**config.mk**
```make
export PLATFORM = sky130hd
export DESIGN_NAME = load_store_unit
export DESIGN_NICKNAME = d
export VERILOG_FILES = /design/src/rtl/load_store_unit_pkg.sv /design/src/rtl/load_store_unit_align.sv /design/src/rtl/load_store_unit.sv
export SDC_FILE = /design/constraint.sdc
export NUM_CORES = 1
export LEC_CHECK = 0
export ABC_AREA = 1
export CORE_MARGIN = 4
export CORE_UTILIZATION = 40
export CTS_BUF_LIST = sky130_fd_sc_hd__clkbuf_8
export CTS_CLUSTER_DIAMETER = 60
export CTS_CLUSTER_SIZE = 40
export DETAILED_ROUTE_END_ITERATION = 12
export GPL_TIMING_DRIVEN = 0
export HOLD_SLACK_MARGIN = 0.12
export PLACE_DENSITY_LB_ADDON = 0.12
export RECOVER_POWER = 50
export SKIP_LAST_GASP = 1
export SLEW_MARGIN = 20
export SYNTH_ARGS = -nofsm -noshare
export SYNTH_HDL_FRONTEND = slang
export SYNTH_SLANG_ARGS = --single-unit
```
**constraint.sdc**
```tcl
create_clock -name clk -period 1.6 [get_ports clk]
set_input_delay 0.32 -clock clk [delete_from_list [all_inputs] [get_ports clk]]
set_output_delay 0.32 -clock clk [all_outputs]
set_load 0.05 [all_outputs]
```
**src/rtl/load_store_unit_pkg.sv**
```systemverilog
// Shared definitions for the load/store unit: RV32I width codes, FSM states,
// response error codes and the request legality check.
package load_store_unit_pkg;

    localparam logic [2:0] F3_LB  = 3'b000;
    localparam logic [2:0] F3_LH  = 3'b001;
    localparam logic [2:0] F3_LW  = 3'b010;
    localparam logic [2:0] F3_LBU = 3'b100;
    localparam logic [2:0] F3_LHU = 3'b101;
    localparam logic [2:0] F3_SB  = 3'b000;
    localparam logic [2:0] F3_SH  = 3'b001;
    localparam logic [2:0] F3_SW  = 3'b010;

    typedef enum logic [1:0] {
        ST_IDLE  = 2'b00,
        ST_ISSUE = 2'b01,
        ST_WAIT  = 2'b10,
        ST_DONE  = 2'b11
    } lsu_state_e;

    typedef enum logic [1:0] {
        ERR_OK       = 2'b00,
        ERR_MISALIGN = 2'b01,
        ERR_ILLEGAL  = 2'b10,
        ERR_TIMEOUT  = 2'b11
    } lsu_err_e;

    // Illegal codes have no defined width, so they take precedence over alignment.
    function automatic lsu_err_e check_request(input logic we, input logic [2:0] funct3,
                                               input logic [1:0] off);
        logic illegal;
        logic misaligned;
        if (we)
            illegal = (funct3 > F3_SW);
        else
            illegal = (funct3 == 3'b011) || (funct3 == 3'b110) || (funct3 == 3'b111);
        misaligned = ((funct3[1:0] == 2'b01) && off[0]) ||
                     ((funct3[1:0] == 2'b10) && (off != 2'b00));
        if (illegal)
            return ERR_ILLEGAL;
        else if (misaligned)
            return ERR_MISALIGN;
        return ERR_OK;
    endfunction

endpackage

```
**src/rtl/load_store_unit_align.sv**
```systemverilog
// Lane steering for the load/store unit: store byte enables and replicated
// write data, plus load lane selection with sign/zero extension.
module lsu_align
    import load_store_unit_pkg::*;
(
    input  logic [2:0]  st_funct3,
    input  logic [1:0]  st_off,
    input  logic [31:0] st_wdata,
    output logic [3:0]  st_be,
    output logic [31:0] st_data,
    input  logic [2:0]  ld_funct3,
    input  logic [1:0]  ld_off,
    input  logic [31:0] ld_rdata,
    output logic [31:0] ld_data
);

    logic [7:0]  ld_byte;
    logic [15:0] ld_half;

    always_comb begin
        st_be   = 4'b1111;
        st_data = st_wdata;
        case (st_funct3[1:0])
            2'b00: begin
                st_be   = 4'b0001 << st_off;
                st_data = {4{st_wdata[7:0]}};
            end
            2'b01: begin
                st_be   = 4'b0011 << {st_off[1], 1'b0};
                st_data = {2{st_wdata[15:0]}};
            end
            default: begin
                st_be   = 4'b1111;
                st_data = st_wdata;
            end
        endcase
    end

    always_comb begin
        ld_byte = ld_rdata[8*ld_off +: 8];
        ld_half = ld_off[1] ? ld_rdata[31:16] : ld_rdata[15:0];
        case (ld_funct3)
            F3_LB:   ld_data = {{24{ld_byte[7]}}, ld_byte};
            F3_LBU:  ld_data = {24'd0, ld_byte};
            F3_LH:   ld_data = {{16{ld_half[15]}}, ld_half};
            F3_LHU:  ld_data = {16'd0, ld_half};
            default: ld_data = ld_rdata;
        endcase
    end

endmodule

```
**src/rtl/load_store_unit.sv**
```systemverilog
// Data-memory access stage: accepts one request at a time, issues it on the
// req/gnt/rvalid memory port and returns a single-cycle response.
module load_store_unit
    import load_store_unit_pkg::*;
#(
    parameter int TIMEOUT_CYCLES = 255
) (
    input  logic        clk,
    input  logic        rst,
    input  logic        req_valid,
    output logic        req_ready,
    input  logic        req_we,
    input  logic [2:0]  req_funct3,
    input  logic [31:0] req_addr,
    input  logic [31:0] req_wdata,
    input  logic [4:0]  req_rd,
    output logic        resp_valid,
    output logic [31:0] resp_rdata,
    output logic [4:0]  resp_rd,
    output logic        resp_wb,
    output logic [1:0]  resp_err,
    output logic        mem_req,
    input  logic        mem_gnt,
    output logic        mem_we,
    output logic [3:0]  mem_be,
    output logic [31:0] mem_addr,
    output logic [31:0] mem_wdata,
    input  logic        mem_rvalid,
    input  logic [31:0] mem_rdata
);

    localparam logic [7:0] TIMEOUT_LAST = 8'(TIMEOUT_CYCLES - 1);

    lsu_state_e state;
    lsu_err_e   err_next;
    logic       we_q;
    logic [2:0] funct3_q;
    logic [1:0] off_q;
    logic [4:0] rd_q;
    logic [7:0] timer;
    logic [3:0] be_next;
    logic [31:0] wdata_next;
    logic [31:0] load_data;

    assign err_next = check_request(req_we, req_funct3, req_addr[1:0]);

    lsu_align u_align (
        .st_funct3 (req_funct3),
        .st_off    (req_addr[1:0]),
        .st_wdata  (req_wdata),
        .st_be     (be_next),
        .st_data   (wdata_next),
        .ld_funct3 (funct3_q),
        .ld_off    (off_q),
        .ld_rdata  (mem_rdata),
        .ld_data   (load_data)
    );

    // Response outputs default low so they only ever pulse for the DONE cycle.
    always_ff @(posedge clk or negedge rst) begin
        if (!rst) begin
            state      <= ST_IDLE;
            req_ready  <= 1'b0;
            resp_valid <= 1'b0;
            resp_rdata <= '0;
            resp_rd    <= '0;
            resp_wb    <= 1'b0;
            resp_err   <= ERR_OK;
            mem_req    <= 1'b0;
            mem_we     <= 1'b0;
            mem_be     <= '0;
            mem_addr   <= '0;
            mem_wdata  <= '0;
            we_q       <= 1'b0;
            funct3_q   <= '0;
            off_q      <= '0;
            rd_q       <= '0;
            timer      <= '0;
        end else begin
            resp_valid <= 1'b0;
            resp_rdata <= '0;
            resp_rd    <= '0;
            resp_wb    <= 1'b0;
            resp_err   <= ERR_OK;
            case (state)
                ST_IDLE: begin
                    if (req_ready && req_valid) begin
                        req_ready <= 1'b0;
                        we_q      <= req_we;
                        funct3_q  <= req_funct3;
                        off_q     <= req_addr[1:0];
                        rd_q      <= req_rd;
                        if (err_next != ERR_OK) begin
                            state      <= ST_DONE;
                            resp_valid <= 1'b1;
                            resp_err   <= err_next;
                            resp_rd    <= req_rd;
                        end else begin
                            state     <= ST_ISSUE;
                            mem_req   <= 1'b1;
                            mem_we    <= req_we;
                            mem_be    <= be_next;
                            mem_addr  <= {req_addr[31:2], 2'b00};
                            mem_wdata <= req_we ? wdata_next : 32'd0;
                        end
                    end else begin
                        req_ready <= 1'b1;
                    end
                end
                ST_ISSUE: begin
                    if (mem_gnt) begin
                        mem_req   <= 1'b0;
                        mem_we    <= 1'b0;
                        mem_be    <= '0;
                        mem_addr  <= '0;
                        mem_wdata <= '0;
                        if (we_q) begin
                            state      <= ST_DONE;
                            resp_valid <= 1'b1;
                            resp_rd    <= rd_q;
                        end else begin
                            state <= ST_WAIT;
                            timer <= '0;
                        end
                    end
                end
                ST_WAIT: begin
                    if (mem_rvalid) begin
                        state      <= ST_DONE;
                        resp_valid <= 1'b1;
                        resp_rdata <= load_data;
                        resp_rd    <= rd_q;
                        resp_wb    <= (rd_q != 5'd0);
                    end else if (timer == TIMEOUT_LAST) begin
                        state      <= ST_DONE;
                        resp_valid <= 1'b1;
                        resp_rd    <= rd_q;
                        resp_err   <= ERR_TIMEOUT;
                    end else begin
                        timer <= timer + 8'd1;
                    end
                end
                default: begin
                    state     <= ST_IDLE;
                    req_ready <= 1'b1;
                end
            endcase
        end
    end

endmodule

```
==> results of run 1 <==
synth_stat cells (3+ instances only):
cell type,count,area share [%]
nand2_1,262,16
dfrtp_1,131,52
o21ai_0,91,7.2
nor2_1,69,4.1
inv_1,52,3.1
nand3_1,50,4.0
a21oi_1,23,1.8
clkbuf_1,21,1.3
nor3_1,19,1.5
o21ai_1,16,1.3
buf_2,14,1.1
or2_2,8,0.79
buf_6,6,1.1
ha_1,6,1.2
o211ai_1,5,0.60
nand2_2,4,0.40
nand4_1,3,0.30
flip-flops by register name, indices dropped and copies added (netlist names):
| name | flops |
|---|---|
| off_q | 2 |
| resp_wb | 1 |
| resp_rd | 5 |
| resp_err | 2 |
| mem_we | 1 |
| we_q | 1 |
| timer | 8 |
| rd_q | 5 |
| funct3_q | 3 |
| mem_be | 4 |
| resp_rdata | 32 |
| state | 2 |
| mem_wdata | 32 |
| req_ready | 1 |
| resp_valid | 1 |
| mem_addr | 30 |
| mem_req | 1 |
path summary, 6_finish.rpt:
check / startpoint / end / slack [ns] / cells past startpoint
setup / recovery: state[0] / mem_wdata[10] / -0.02 / 7
min in group asynchronous: rst / timer[4] / 0.35 / 2
hold / removal: req_we / mem_wdata[16] / 0.22 / 3
max in group asynchronous: rst / off_q[1] / 0.16 / 3
hold reg to reg: mem_wdata[13] / mem_wdata[13] / 0.49 / 2
setup reg to reg: state[0] / mem_wdata[10] / -0.02 / 7
cell usage in the layout (no fill, tap or decap), types with 6 or more instances in the layout:
cell type and n:
a21oi_1 20, buf_2 8, buf_4 17, buf_6 10, clkbuf_2 12, clkbuf_8 18
clkdlybuf4s15_2 106, clkdlybuf4s50_1 105, dfrtp_1 129, inv_1 47, inv_2 6, nand2_1 202
nand2_2 39, nand2_4 28, nand3_1 48, nor2_1 66, nor3_1 10, nor3_2 8
o21ai_0 75, o21ai_1 24, o21ai_2 8, or2_2 8
critical path, delay by kind of cell (launching register included):
kind / cells / cell delay [ns]
buffers and inverters: 3 / 0.50
AND/OR/NAND/NOR: 3 / 0.44
flip-flops: 1 / 0.44
adder cells (fa/ha/maj): 1 / 0.19
final cells by class:
type,count,area [sq um],share of cell area [%]
Tap cell,211,264,2.61
Buffer,42,337,3.32
Sequential cell,131,3280,32.4
Multi-Input combinational cell,574,3020,29.9
Inverter,55,213,2.10
Timing Repair Buffer,241,2600,25.7
Clock inverter,14,163,1.61
Clock buffer,18,248,2.45
metrics by stage:
step                      hold WS (ns)  power [mW]  instance area (sq um)  setup WS, ns
final                            0.224        21.0                  10100       -0.0218
after global routing             0.225        22.2                  10100       -0.0947
after CTS                        0.201        19.1                   9580       -0.0838
after detailed placement         0.245        15.5                   8790        -0.639
after global placement           0.465        15.4                   8760         -5.62
after floorplan                 0.0244        11.9                   6310       0.00575
cell families after synthesis:
group	synth area share [%]
simple gates	27.4
fa+ha+maj	1.19
flops	52.1
buf+inv	7.09
xor+xnor	0.139
compound gates	12.0
other cells	0.0595
report_power, final:
part | switching, mW | internal, mW
logic | 8.16 | 4.68
clock network | 1.41 | 1.57
registers | 0.730 | 4.43
total | 10.3 | 10.7
routing by layer:
| layer | share of wire [%] | GRT usage, % | vias up | routed length (um) |
|---|---|---|---|---|
| met5 | 0 | 0 | - | 0 |
| met4 | 2.6 | 8.34 | 0 | 537 |
| met3 | 8.2 | 7.59 | 46 | 1720 |
| met2 | 48 | 35.2 | 266 | 9960 |
| met1 | 41 | 28.5 | 3007 | 8650 |
| li1 | - | - | 3108 | - |
timing repair:
action,in CTS,in global routing
buffers inserted,8,4
gates cloned,3,8
setup endpoints to repair,238,127
gates resized for setup,384,150
pin swaps,7,23
hold buffers,1,0
hold endpoints to repair,47,0
==> impl_results.md, run 1 <==
- Final ANT Viol Nets: 0
- Final Skew: 0.0147 ns
- Initial Utilization: 41.1%
- CTS buffer count: 17
- Number of global-route vias before repair: 6140
- Largest net degree at the start of global routing: 85
- Post-Syn Instances: 802
- Ports: 222
- Residual DRC count: 0
- Register bit count reported by yosys: 131
- CTS clock-pin slew for the worst setup and hold paths: 0.09 ns
- Post-Syn Area: 0.00630 sq mm
- Core footprint: 0.0153 sq mm
- Outcome: complete, but fails checks
- Critical-path maximum fanout: 10
- Via count: 6427
- Unrepaired setup endpoints after global routing: yes
- Most used cell, CP: buf_4
- Peak Freq: 617 MHz
- Global-route wire length before repair: 31.6 mm
- First-pass detailed-route iteration total: 6
- Max-Slew Margin vs Limit: 46.3%
- Slowest cell on crit path: dfrtp_2
- Main synth FF type: dfrtp_1
- Total Wirelength: 20.9 mm
- Layout cell share with drive strength beyond 1: 29.6%
- Placed cells: 1233
- First DRT Iteration DRCs: 401
- Min-delay worst type: in -> reg
- Cells along the critical path: ha_4, buf_4, buf_4, buf_2, nor3_1, nand2_2, nand2_1
- WL per Instance: 16.2 um
- Clock Sink Count: 131
- Worst Setup Start Kind: flop
- Worst Slack Setup Final: -0.0218 ns
- Sequential share of the synthesized area: 52.1%
- Final net count: 1178
- Worst VDD drop: 1.25 mV
- Count of cell types in the netlist: 35
- Final Max Tran Viols: 0
- Max Cap Viol: 0
- Remaining global-route overflow: 0
- Failing checks: negative setup slack
- Lkg Pwr: 4.83 nW
- Vias per inst: 5.00
- IO buf count: 218
- Die H: 133 um
- Setup TNS: -0.116 ns
- Actual slew at the worst max-slew pin: 0.805 ns
- Clock Tree Root: clkbuf_8
- Post-synth ARST share: 100%
- Critical path type: reg -> reg
- Layout Area Growth over Synthesis: 60.8%
- Final min period: 1.62 ns
- Post-synth EDFFs: 0
- Number of diodes: 0
- Routability cong.: 0.843
- Fin util: 66.1%
- CP arrival: 2.02 ns
- Worst skew pair latency: 0.46 ns
- CTS tree: done
- Fin cells: 1286
- Req. time, crit path: 2.00 ns
- Final Setup Violations: 13
- Final Cycle Share: 101%
- Filler cell count in the final layout: 1304
- Power per Cell Area: 2070 mW/mm^2
- CTS max path bufs: 2
- Critical path's largest stage delay: 0.44 ns
- Mean Syn Cell Area: 7.85 sq um
- Area of the die: 0.0178 sq mm
- Worst setup EP type: flop
- Num rows: 45
- Fin. Hold Viols: 0
- Total GRT Usage: 22.3%
- Die width: 133 um
- H-tree levels: 4
- HPWL Detailed: 14.1 mm
- Yosys warnings: 0
- Initial antenna violation count: 0
(Power assumes the default switching activity.)
==> run 2: changes to the inputs <==
--- a/config.mk
+++ b/config.mk
@@ -17,7 +17,7 @@
 export PLACE_DENSITY_LB_ADDON = 0.12
 export RECOVER_POWER = 50
 export SKIP_LAST_GASP = 1
-export SLEW_MARGIN = 20
+export SLEW_MARGIN = 10
 export SYNTH_ARGS = -nofsm -noshare
 export SYNTH_HDL_FRONTEND = slang
 export SYNTH_SLANG_ARGS = --single-unit
==> run 2 against run 1 <==
  * The flow still finishes with violations (negative setup slack)
  * Flip-flop and latch count unchanged
  * Highest routed layer unchanged
  * Global-route usage about the same
  * Clock skew about the same
  * Largest cell class unchanged
  * Routed wire length up 0.10%
  * Register-to-register slack about the same
  * Via count up 0.11%
  * Cell count unchanged
  * Sequential share of layout area about the same
  * First-iteration DRC count up 0.25%
  * Total power about the same
  * Sequential power about the same
==> impl_results.md, run 2 (synthesis gave the netlist of run 1 again) <==
- Ports: 222
- Max Cap Viol: 0
- Max-Slew Margin vs Limit: 52.5%
- Final Max Tran Viols: 0
- Unrepaired setup endpoints after global routing: yes
- Reg power frac: 24.6%
- CTS tree: done
- Number of global-route vias before repair: 6141
- Layout cell share with drive strength beyond 1: 29.6%
- Final Setup Violations: 14
- Worst Slack Setup Final: -0.0220 ns
- Area of the die: 0.0178 sq mm
- Final Skew: 0.0146 ns
- Lkg Pwr: 4.83 nW
- Fin. Hold Viols: 0
- Fin util: 66.1%
- Clock Tree Root: clkbuf_8
- Most common cell after layout, fill and taps aside: nand2_1
- Power per Cell Area: 2070 mW/mm^2
- Number of diodes: 0
- Num rows: 45
- Min-delay worst type: in -> reg
- Filler cell count in the final layout: 1304
- Clock Sink Count: 131
- CP arrival: 2.03 ns
- Final net count: 1178
- Commonest non-fill, non-tap cells in the layout: 202 x nand2_1, 129 x dfrtp_1, 106 x clkdlybuf4s15_2
- Remaining global-route overflow: 0
- Failing checks: negative setup slack
- Switch share: 49.1%
- HPWL Detailed: 14.1 mm
- Worst VDD drop: 1.25 mV
- Placed cells: 1233
- Vias per inst: 5.00
- Final ANT Viol Nets: 0
- Actual slew at the worst max-slew pin: 0.712 ns
- Routability cong.: 0.843
- Total Wirelength: 20.9 mm
- Total GRT Usage: 22.3%
- Fin cells: 1286
- FF+latch area: 0.00328 sq mm
- IO buf count: 218
- H-tree levels: 4
- WL per Instance: 16.2 um
- Final Cycle Share: 101%
- First-pass detailed-route iteration total: 6
- CTS buffer count: 17
- Peak Freq: 617 MHz
- CTS clock-pin slew for the worst setup and hold paths: 0.09 ns
- Worst setup EP type: flop
- Outcome: complete, but fails checks
- Layout Area Growth over Synthesis: 60.8%
- Hold WS: 0.221 ns
- Worst skew pair latency: 0.46 ns
- Sw Pwr: 10.3 mW
- Final min period: 1.62 ns
- Setup WS pre-CTS: -0.639 ns
- Biggest regs: mem_wdata (32), resp_rdata (32), mem_addr (30)
- Global-route wire length before repair: 31.6 mm
- Internal power: 10.7 mW
- Worst Setup Start Kind: flop
- Critical path type: reg -> reg
- Die H: 133 um
- Die width: 133 um
- Initial Utilization: 41.1%
- Area occupied by multi-input gates: 0.00302 sq mm
- Via count: 6434
- Critical-path maximum fanout: 10
- Req. time, crit path: 2.00 ns
- Core footprint: 0.0153 sq mm
- First DRT Iteration DRCs: 402
- Largest net degree at the start of global routing: 85
- Clock Power Share: 14.2%
- Initial antenna violation count: 0
- Residual DRC count: 0
- Combinational share of power: 61.2%
- Pwr Total: 21.0 mW
- CTS max path bufs: 2
[run 2: repair_timing]
action                     4_1_cts  5_1_grt
buffers inserted                 8        4
setup endpoints to repair      238      127
resized for setup              384      150
hold endpoints to repair        47        0
gates cloned                     3        8
pin swaps                        7       23
hold buffers                     1        0
[run 2: cell type report]
| type | count | area share, % |
|---|---|---|
| Clock inverter | 14 | 1.61 |
| Buffer | 42 | 3.32 |
| Clock buffer | 18 | 2.45 |
| Inverter | 55 | 2.10 |
| Timing Repair Buffer | 241 | 25.7 |
| Multi-Input combinational cell | 574 | 29.9 |
| Sequential cell | 131 | 32.4 |
| Tap cell | 211 | 2.61 |
[run 2: path summary, 6_finish.rpt]
check | startpoint | to | slack, ns | depth (start not counted)
worst max-delay path | state[0] | mem_wdata[10] | -0.02 | 7
worst min-delay path | req_we | mem_wdata[16] | 0.22 | 3
worst max register to register | state[0] | mem_wdata[10] | -0.02 | 7
worst min register to register | mem_wdata[13] | mem_wdata[13] | 0.49 | 2
max in group asynchronous | rst | off_q[1] | 0.15 | 3
min in group asynchronous | rst | timer[4] | 0.35 | 2
[run 2: power by group through the flow]
stage               clock network [mW]  registers [mW]  logic, mW
floorplan                            0            8.12       3.81
global placement                     0            5.06       10.3
detailed placement                   0            5.06       10.4
CTS                               3.04            5.03       11.1
global route                      3.17            5.31       13.7
finish                            2.98            5.16       12.8
[run 2: per-layer routing]
metal,up-vias,GRT usage [%],wire length [um]
met5,-,0,0
met4,0,8.34,506
met3,44,7.59,1730
met2,271,35.2,9980
met1,3012,28.5,8660
li1,3107,-,-
[run 2: through the flow]
step / setup TNS (ns) / instance area, sq um
detailed placement: -54.23 / 8780
global placement: -723.33 / 8760
global route: -6.83 / 10100
finish: -0.129 / 10100
floorplan: 0 / 6310
CTS: -0.0838 / 9570
[run 2: critical path, stage by stage, from the launching register on]
cell     delay [ns]
dfrtp_2        0.44
ha_4           0.19
buf_4          0.15
buf_4          0.14
buf_2          0.21
nor3_1         0.29
nand2_2        0.08
nand2_1        0.07
==> run 3: changes to the inputs <==
--- a/config.mk
+++ b/config.mk
@@ -9,7 +9,7 @@
 export CORE_MARGIN = 4
 export CORE_UTILIZATION = 40
 export CTS_BUF_LIST = sky130_fd_sc_hd__clkbuf_8
-export CTS_CLUSTER_DIAMETER = 60
+export CTS_CLUSTER_DIAMETER = 100
 export CTS_CLUSTER_SIZE = 40
 export DETAILED_ROUTE_END_ITERATION = 12
 export GPL_TIMING_DRIVEN = 0
==> results of run 3 <==
No change in the layout: final DEF, timing and power equal those of run 2.
